$ cat src/rtl/cond_issue_ctrl_pkg.sv
// Shared definitions for the conditional-issue controller: condition codes,
// status-register bit positions and the issue FSM state type.
package cond_issue_ctrl_pkg;

   // Condition field encodings
   localparam logic [3:0] COND_EQ = 4'h0;  // z
   localparam logic [3:0] COND_NE = 4'h1;  // ~z
   localparam logic [3:0] COND_CS = 4'h2;  // c
   localparam logic [3:0] COND_CC = 4'h3;  // ~c
   localparam logic [3:0] COND_MI = 4'h4;  // n
   localparam logic [3:0] COND_PL = 4'h5;  // ~n
   localparam logic [3:0] COND_VS = 4'h6;  // v
   localparam logic [3:0] COND_VC = 4'h7;  // ~v
   localparam logic [3:0] COND_HI = 4'h8;  // c & ~z
   localparam logic [3:0] COND_LS = 4'h9;  // ~c | z
   localparam logic [3:0] COND_GE = 4'hA;  // n == v
   localparam logic [3:0] COND_LT = 4'hB;  // n != v
   localparam logic [3:0] COND_GT = 4'hC;  // ~z & (n == v)
   localparam logic [3:0] COND_LE = 4'hD;  // z | (n != v)
   localparam logic [3:0] COND_AL = 4'hE;  // always
   localparam logic [3:0] COND_NV = 4'hF;  // never

   // Bit positions inside the {z,c,n,v} status register
   localparam int SR_Z = 3;
   localparam int SR_C = 2;
   localparam int SR_N = 1;
   localparam int SR_V = 0;

   // Width of the in-flight flag-setter counter (MAX_INFLIGHT is at most 7)
   localparam int CNT_W = 3;

   typedef enum logic [1:0] {
      IDLE  = 2'd0,
      HOLD  = 2'd1,
      ISSUE = 2'd2
   } state_t;

   // Always/never conditions do not read the flags, so they never wait on
   // an outstanding flag writeback.
   function automatic logic cond_is_flag_free(input logic [3:0] cond);
      return (cond == COND_AL) || (cond == COND_NV);
   endfunction

endpackage

$ cat src/rtl/cond_issue_ctrl_if.sv
// Decode/execute/writeback signal bundle of the conditional-issue controller.
// The master side drives decode, execute-ready and writeback; the slave side
// is the controller itself.
interface cond_issue_ctrl_if;

   logic       in_valid;
   logic [3:0] in_cond;
   logic       in_set_flags;
   logic       in_ready;
   logic       out_valid;
   logic       out_exec;
   logic       out_set_flags;
   logic       out_ready;
   logic       wb_flag_valid;
   logic [3:0] wb_flags;
   logic       flush;
   logic [3:0] sr;
   logic       wb_err;

   modport master (
      output in_valid, in_cond, in_set_flags, out_ready,
             wb_flag_valid, wb_flags, flush,
      input  in_ready, out_valid, out_exec, out_set_flags, sr, wb_err
   );

   modport slave (
      input  in_valid, in_cond, in_set_flags, out_ready,
             wb_flag_valid, wb_flags, flush,
      output in_ready, out_valid, out_exec, out_set_flags, sr, wb_err
   );

endinterface

$ cat src/rtl/cond_issue_ctrl_cond_eval.sv
// Combinational condition evaluator: decides whether a condition field
// passes against a {z,c,n,v} status value.
module cond_eval
   import cond_issue_ctrl_pkg::*;
(
   input  logic [3:0] cond,
   input  logic [3:0] sr,
   output logic       pass
);

   logic z;
   logic c;
   logic n;
   logic v;

   assign z = sr[SR_Z];
   assign c = sr[SR_C];
   assign n = sr[SR_N];
   assign v = sr[SR_V];

   // One entry per condition encoding
   always_comb begin
      pass = 1'b0;
      case (cond)
         COND_EQ: pass = z;
         COND_NE: pass = ~z;
         COND_CS: pass = c;
         COND_CC: pass = ~c;
         COND_MI: pass = n;
         COND_PL: pass = ~n;
         COND_VS: pass = v;
         COND_VC: pass = ~v;
         COND_HI: pass = c & ~z;
         COND_LS: pass = ~c | z;
         COND_GE: pass = (n == v);
         COND_LT: pass = (n != v);
         COND_GT: pass = ~z & (n == v);
         COND_LE: pass = z | (n != v);
         COND_AL: pass = 1'b1;
         COND_NV: pass = 1'b0;
         default: pass = 1'b0;
      endcase
   end

endmodule

$ cat src/rtl/cond_issue_ctrl.sv
// Conditional-issue controller: holds one decoded instruction until its
// condition can be evaluated against settled flags, issues it with an
// execute/annul decision, and tracks flag-setting instructions that are
// still waiting for their status writeback.
module cond_issue_ctrl
   import cond_issue_ctrl_pkg::*;
#(
   parameter int MAX_INFLIGHT = 3
)(
   input  logic              clk,
   input  logic              rst,
   cond_issue_ctrl_if.slave  bus
);

   state_t           state_reg;
   state_t           state_next;
   logic [3:0]       cond_reg;
   logic             set_flags_reg;
   logic             out_exec_reg;
   logic             out_set_flags_reg;
   logic [CNT_W-1:0] count_reg;
   logic [CNT_W-1:0] count_next;
   logic [3:0]       sr_reg;
   logic             wb_err_reg;

   logic             capture;
   logic             issue;
   logic             fire;
   logic             dep_ok;
   logic             cap_ok;
   logic             cond_pass;
   logic             cnt_inc;
   logic             cnt_dec;

   // Single condition evaluator, always looking at the held condition and
   // the architectural status register as it stands this cycle.
   cond_eval u_cond_eval (
      .cond (cond_reg),
      .sr   (sr_reg),
      .pass (cond_pass)
   );

   // A flag-reading condition must wait for every outstanding flag-setter;
   // a flag-setter also needs a free in-flight slot.
   assign dep_ok = cond_is_flag_free(cond_reg) || (count_reg == '0);
   assign cap_ok = !set_flags_reg || (count_reg < CNT_W'(MAX_INFLIGHT));

   // State register
   always_ff @(posedge clk) begin
      if (rst) begin
         state_reg <= IDLE;
      end else begin
         state_reg <= state_next;
      end
   end

   // Next-state and handshake decode; flush overrides every transition
   always_comb begin
      state_next    = state_reg;
      bus.in_ready  = 1'b0;
      bus.out_valid = 1'b0;
      capture       = 1'b0;
      issue         = 1'b0;
      fire          = 1'b0;
      case (state_reg)
         IDLE: begin
            bus.in_ready = 1'b1;
            if (bus.in_valid) begin
               capture    = 1'b1;
               state_next = HOLD;
            end
         end
         HOLD: begin
            if (dep_ok && cap_ok) begin
               issue      = 1'b1;
               state_next = ISSUE;
            end
         end
         ISSUE: begin
            bus.out_valid = 1'b1;
            if (bus.out_ready) begin
               fire       = 1'b1;
               state_next = IDLE;
            end
         end
         default: state_next = IDLE;
      endcase
      if (bus.flush) begin
         state_next = IDLE;
         capture    = 1'b0;
         issue      = 1'b0;
         fire       = 1'b0;
      end
   end

   // In-flight count update; an increment and decrement together cancel,
   // and a writeback with nothing outstanding leaves the count at zero.
   assign cnt_inc = fire && out_set_flags_reg;
   assign cnt_dec = bus.wb_flag_valid;

   always_comb begin
      count_next = count_reg;
      if (cnt_inc && !cnt_dec) begin
         count_next = count_reg + 1'b1;
      end else if (!cnt_inc && cnt_dec && (count_reg != '0)) begin
         count_next = count_reg - 1'b1;
      end
   end

   // Held instruction, issue decision, flag bookkeeping and status register
   always_ff @(posedge clk) begin
      if (rst) begin
         cond_reg          <= '0;
         set_flags_reg     <= 1'b0;
         out_exec_reg      <= 1'b0;
         out_set_flags_reg <= 1'b0;
         count_reg         <= '0;
         sr_reg            <= '0;
         wb_err_reg        <= 1'b0;
      end else begin
         // The status register always follows a writeback, even under flush
         if (bus.wb_flag_valid) begin
            sr_reg <= bus.wb_flags;
         end
         if (bus.flush) begin
            count_reg <= '0;
         end else begin
            count_reg <= count_next;
            if (bus.wb_flag_valid && (count_reg == '0)) begin
               wb_err_reg <= 1'b1;
            end
         end
         if (capture) begin
            cond_reg      <= bus.in_cond;
            set_flags_reg <= bus.in_set_flags;
         end
         // Annulled instructions never claim an in-flight slot
         if (issue) begin
            out_exec_reg      <= cond_pass;
            out_set_flags_reg <= set_flags_reg && cond_pass;
         end
      end
   end

   assign bus.out_exec      = out_exec_reg;
   assign bus.out_set_flags = out_set_flags_reg;
   assign bus.sr            = sr_reg;
   assign bus.wb_err        = wb_err_reg;

endmodule

$ cat src/flat_wrapper.sv
// flat-port wrapper written by rule: the top's interface ports become plain ports
module cond_issue_ctrl_flat import cond_issue_ctrl_pkg::*;
#(
   parameter int MAX_INFLIGHT = 3
)
  (clk, rst, bus_in_valid, bus_in_cond, bus_in_set_flags, bus_out_ready, bus_wb_flag_valid, bus_wb_flags, bus_flush, bus_in_ready, bus_out_valid, bus_out_exec, bus_out_set_flags, bus_sr, bus_wb_err);
  cond_issue_ctrl_if bus_i ();
  input  logic clk;
  input  logic rst;
  input wire logic [$bits(bus_i.in_valid)-1:0] bus_in_valid;
  input wire logic [$bits(bus_i.in_cond)-1:0] bus_in_cond;
  input wire logic [$bits(bus_i.in_set_flags)-1:0] bus_in_set_flags;
  input wire logic [$bits(bus_i.out_ready)-1:0] bus_out_ready;
  input wire logic [$bits(bus_i.wb_flag_valid)-1:0] bus_wb_flag_valid;
  input wire logic [$bits(bus_i.wb_flags)-1:0] bus_wb_flags;
  input wire logic [$bits(bus_i.flush)-1:0] bus_flush;
  output wire logic [$bits(bus_i.in_ready)-1:0] bus_in_ready;
  output wire logic [$bits(bus_i.out_valid)-1:0] bus_out_valid;
  output wire logic [$bits(bus_i.out_exec)-1:0] bus_out_exec;
  output wire logic [$bits(bus_i.out_set_flags)-1:0] bus_out_set_flags;
  output wire logic [$bits(bus_i.sr)-1:0] bus_sr;
  output wire logic [$bits(bus_i.wb_err)-1:0] bus_wb_err;
  assign bus_i.in_valid = bus_in_valid;
  assign bus_i.in_cond = bus_in_cond;
  assign bus_i.in_set_flags = bus_in_set_flags;
  assign bus_i.out_ready = bus_out_ready;
  assign bus_i.wb_flag_valid = bus_wb_flag_valid;
  assign bus_i.wb_flags = bus_wb_flags;
  assign bus_i.flush = bus_flush;
  assign bus_in_ready = bus_i.in_ready;
  assign bus_out_valid = bus_i.out_valid;
  assign bus_out_exec = bus_i.out_exec;
  assign bus_out_set_flags = bus_i.out_set_flags;
  assign bus_sr = bus_i.sr;
  assign bus_wb_err = bus_i.wb_err;
  cond_issue_ctrl #(.MAX_INFLIGHT(MAX_INFLIGHT)) u_core (.clk(clk), .rst(rst), .bus(bus_i));
endmodule
$ cat config.mk
export PLATFORM = sky130hd
export DESIGN_NAME = cond_issue_ctrl_flat
export DESIGN_NICKNAME = d
export VERILOG_FILES = /design/src/rtl/cond_issue_ctrl_pkg.sv /design/src/rtl/cond_issue_ctrl_if.sv /design/src/rtl/cond_issue_ctrl_cond_eval.sv /design/src/rtl/cond_issue_ctrl.sv /design/src/flat_wrapper.sv
export SDC_FILE = /design/constraint.sdc
export NUM_CORES = 1
export LEC_CHECK = 0
export CAP_MARGIN = 20
export CORE_AREA = 3 3 62 64
export DETAILED_ROUTE_END_ITERATION = 10
export DIE_AREA = 0 0 65 67
export SETUP_SLACK_MARGIN = 0.05
export SLEW_MARGIN = 10
export SYNTH_ARGS = -nofsm -noshare
export SYNTH_HDL_FRONTEND = slang
export SYNTH_SLANG_ARGS = --single-unit
$ cat constraint.sdc
create_clock -name clk -period 2.4 [get_ports clk]
set_input_delay 0.48 -clock clk [delete_from_list [all_inputs] [get_ports clk]]
set_output_delay 0.48 -clock clk [all_outputs]
set_load 0.05 [all_outputs]
# After elaboration in Yosys (flattened, before gate mapping)
# Index checks and enable logic that the tools add are counted.
# op_classes
n_addsub	2
multipliers	0
div	0
order_cmp	1
eq_ne	22
n_shift	0
mux	18
bitwise	9
reduce_logical	21
# op_table
operator	n
4-bit == test, second input constant	8
4-bit by 3-bit == test with 1-bit output, second input constant	4
1-bit case mux with 16 select lines	1
1-bit two-way mux	11
4-bit by 2-bit == test with 1-bit output, second input constant	2
1-bit logical AND	7
2-bit two-way mux	3
3-bit two-way mux	2
2-bit case mux with 3 select lines	1
1-bit inverter	5
4-bit by 1-bit == test with 1-bit output, second input constant	1
4-bit zero test	1
2-bit inequality test, second input constant	2
3-bit by 1-bit adder with 3-bit output, second input constant	1
1-bit zero test	3
3-bit zero test	1
1-bit logical OR	3
3-bit by 2-bit < comparator with 1-bit output, second input constant	1
3-bit AND reduction	1
3-bit nonzero test	1
3-bit by 1-bit subtractor with 3-bit output, second input constant	1
1-bit AND	2
2-bit by 1-bit == test with 1-bit output, second input constant	1
2-bit == test, second input constant	1
other kinds (8)	9
# word_totals
reg_bits	17
latch_bits	0
mem_bits_rw	0
romBits	0
in_bits	15
output_inout_bits	9
elab_cells	81
mem_count	0

# Depth between registers and ports, before layout
# depth
word_depth	9
depth_mapped	7
depth_no_buf	7

# Cells and area by module
# Synthesis repeated with hierarchy kept, for this count alone.
# unflattened
cells_unflattened	104
area_unflattened_um2	950.9
# by_module_without_submodules
mod	instances	cells_per_inst	area_each_um2	seq_area_each_um2
cond_issue_ctrl	1	81	795.8	340.3
cond_eval	1	23	155.1	0.0

# Worst setup path before layout
# OpenSTA, ideal clock, no wires.
# synth_path
path_type	reg2reg
start	register u_core.out_set_flags_reg, in the netlist u_core.bus.out_set_flags
end	register u_core.count_reg[2]
setup_time_ns	0.116
t_arrival_ns	1.848
t_required_ns	2.284
setup_slack_ns	0.435
stages_incl_launch_ff	8
n_path_buf	0
period_less_slack_ns	1.965
path_cell_list	dfxtp_1 nand2_1 nor4_4 inv_1 fa_1 mux2i_1 xor2_1 nor3_1
# synth_via
elab_chain_len	5
elab_cells_between_ends	7
classes_between	mux: 1; reduce/logical: 6
# synth_rtl
item	line	rtl
start, declared	cond_issue_ctrl.sv:20	logic out_set_flags_reg;
start signal, assigned	cond_issue_ctrl.sv:140	out_set_flags_reg <= set_flags_reg && cond_pass;
1-bit logical AND (*)	cond_issue_ctrl.sv:98	assign cnt_inc = fire && out_set_flags_reg;
1-bit zero test	cond_issue_ctrl.sv:105	end else if (!cnt_inc && cnt_dec && (count_reg != '0)) begin
1-bit logical AND (2 in series)	cond_issue_ctrl.sv:105	
2-bit nonzero test (no line)	n/a	
end signal, assigned	cond_issue_ctrl.sv:128	count_reg <= count_next;
end, declared	cond_issue_ctrl.sv:21	logic [CNT_W-1:0] count_reg;
# Mark *: on every way between the ends. The rest lies on a longest branch, timed or not.
# A chain may end at the register's enable or synchronous reset.

# Final worst setup path
# layout_path
start	register u_core.state_reg[1]
end	output port bus_out_valid
# layout_via
elab_chain_len	2
# layout_rtl
item	line	rtl
start, declared	cond_issue_ctrl.sv:15	state_t state_reg;
start signal, assigned	cond_issue_ctrl.sv:53	state_reg <= state_next;
2-bit == test	cond_issue_ctrl.sv:65	case (state_reg)
1-bit two-way mux	cond_issue_ctrl.sv:65	
end, declared	flat_wrapper.sv:18	output wire logic [$bits(bus_i.out_valid)-1:0] bus_out_valid;
# No other way between the ends.

==> qor.txt <==
status = complete, no violations
Synth top area share = 0.340
crit start category = register
# diodes = 0
EDFF count, synth = 0
Congestion Overflow GR = 0
Area after DPL = 1250 µm²
Starting Density = 0.300
Max clock buf depth = 2
Setup Total Neg Slack = 0 ns
Resize count post-CTS = 0
CTS root buffer = clkbuf_4
largest net degree at the start of global routing = 17
WP data required = 1.92 ns
die area = 4360 µm²
Setup WS pre-CTS = 0.0874 ns
Ys Warns = 0
vias per cell = 4.81
initial antenna violation count = 0
period utilization = 0.936
top cells by count, synth = dfxtp_1 (17), nor2_1 (17), mux2i_1 (11)
total track usage = 0.109
Leak = 0.481 nW
Mapped Cells = 108
die width = 65 µm
hpwl dp = 1670 µm
skew final = 0.0112 ns
H-Tree Depth = 1
post-CTS setup buffer count = 0
Filler cells = 362
Final Critical Period = 2.25 ns
worst path arrival time = 1.77 ns
count of final setup violators = 0
fin. max-slew vios = 0
Worst Hold Class = register to register
antenna viol nets, final = 0
Port Buf Inserts = 23
post-synthesis net count = 124
Ports = 24
final instance area = 1280 µm²
Die Y = 67 µm
Total Power = 0.000598 W
hold violation total from the final report = 0
DRC = 0
routability cong. = 0.757
count of different cell masters after synthesis = 39
Critical-path top delay cell = clkdlybuf4s50_1
largest cells by area after synthesis = dfxtp_1 (34%), mux2i_1 (11%), nor2_1 (6.4%)
total number of vias = 852
critical path capture point type = primary output
first-pass GRT wire length = 3700 µm
clock slew at reported path FFs = 0.11 ns
Routed WL per cell = 12.1 µm
layout cells sized above 1 = 0.122
TritonCTS clock tree = done
post-synthesis register bit count = 17
Synth Cell Area = 1000 µm²
CTS Buf Count = 3
clock latency on the worst-skew pair = 0.30 ns
FF+latch area = 340 µm²
Core Region = 3340 µm²
vias in the first global route = 785
clk sinks = 17
synthesis-to-finish area growth = 27.6%
asr flop ratio synth = 0
CTS Hold Bufs = 0
# nets final = 148
detailed-route wire length = 2150 µm
Crit Path Category = register to primary output
slew at the pin with the worst max-slew slack = 0.501 ns
max-cap violation count = 0
crit path cell chain = nand2b_4 -> inv_1 -> clkdlybuf4s50_1
Primary FF master, synth = dfxtp_1
DRT Pass-1 Iters = 4
PwrDens = 468 nW/µm²
multi-input logic area = 574 µm²
register area share after synthesis = 0.340
syn avg cell area = 9.28 µm²
DRT iter0 DRCs = 67
Rel. slew slack = 0.665
Final Worst Setup Slack = 0.153 ns
RSZ-0062 raised after global routing = no
Critical Path Max Stage Delay = 0.79 ns
largest fanout on the critical path = 6
fmax = 445 MHz
peak supply drop = 0.000147 V
row count = 21
Yosys top cell by area = dfxtp_1
## layer usage
layer  up-vias  GRT usage  part of all wire
li1        429          -                 -
met1       400      0.142              0.47
met2        19      0.178              0.47
met3         4     0.0320             0.049
met4         0     0.0237            0.0070
met5         -          0                 0
## kinds of logic (layout without fill, tap and decap cells)
kind of cell | after synthesis | count (layout) | synth area share
AOI/OAI and AO/OA | 23 | 23 | 0.176
xor gates and xnor gates | 5 | 5 | 0.0437
muxes | 11 | 11 | 0.110
and+or+nand+nor | 37 | 37 | 0.223
buffers and inverters | 14 | 37 | 0.0874
adders and majority gates | 1 | 1 | 0.0200
DFF | 17 | 17 | 0.340
## critical path: cells and delay by family (launching register included)
family | cells | cell delay, ns
buf+inv | 2 | 0.85
flops | 1 | 0.52
simple gates | 1 | 0.11
## cells in the final DEF (no fill, tap or decap), drive strengths merged
master	synthesis	layout
clkinv	0	1
nor3b	1	1
nand2	3	3
o211ai	2	2
and3	1	1
clkdlybuf4s50	0	23
a32oi	1	1
nor4b	1	1
nand2b	1	1
a21oi	4	4
nor2	18	18
nor2b	2	2
xnor2	2	2
fa	1	1
o311a	2	2
a31oi	1	1
buf	5	3
nor4	1	1
xor2	3	3
a41oi	1	1
a31o	1	1
o221a	1	1
a21o	1	1
clkbuf	2	3
nor3	7	7
a311oi	1	1
or3	2	2
mux2i	11	11
o31a	1	1
o21ai	5	5
a211oi	1	1
inv	7	7
a211o	1	1
dfxtp	17	17
## area by class of cell
type,count,area share
Inverter,7,0.0205
Clock inverter,1,0.00391
Sequential cell,17,0.266
Tap cell,46,0.0450
Clock buffer,3,0.0176
Multi-Input combinational cell,77,0.449
Timing Repair Buffer,26,0.198
## through the flow
step | hold WS, ns | util | std cells
floorplan | 0.450 | - | 108
global placement | 0.464 | 0.375 | 173
CTS | 0.498 | 0.383 | 177
detailed placement | 0.471 | 0.375 | 173
global route | 0.534 | 0.383 | 177
finish | 0.488 | 0.383 | 177
## where the power goes
part           internal [W]  switching [W]  total [W]
registers          0.000293      0.0000177   0.000311
logic             0.0000629      0.0000649   0.000128
clock network     0.0000621      0.0000973   0.000159
## worst paths after layout
| path | from | endpoint | slack [ns] | cells after the start |
|---|---|---|---|---|
| hold reg to reg | u_core.bus.wb_err$_SDFFE_PP0P_ | u_core.bus.wb_err$_SDFFE_PP0P_ | 0.49 | 2 |
| setup / recovery | u_core.state_reg[1]$_SDFFE_PP0P_ | bus_out_valid | 0.15 | 3 |
| setup reg to reg | u_core.state_reg[1]$_SDFFE_PP0P_ | u_core.count_reg[2]$_SDFFE_PP0P_ | 0.52 | 7 |
| hold / removal | u_core.bus.wb_err$_SDFFE_PP0P_ | u_core.bus.wb_err$_SDFFE_PP0P_ | 0.49 | 2 |
(Power assumes the default switching activity.)
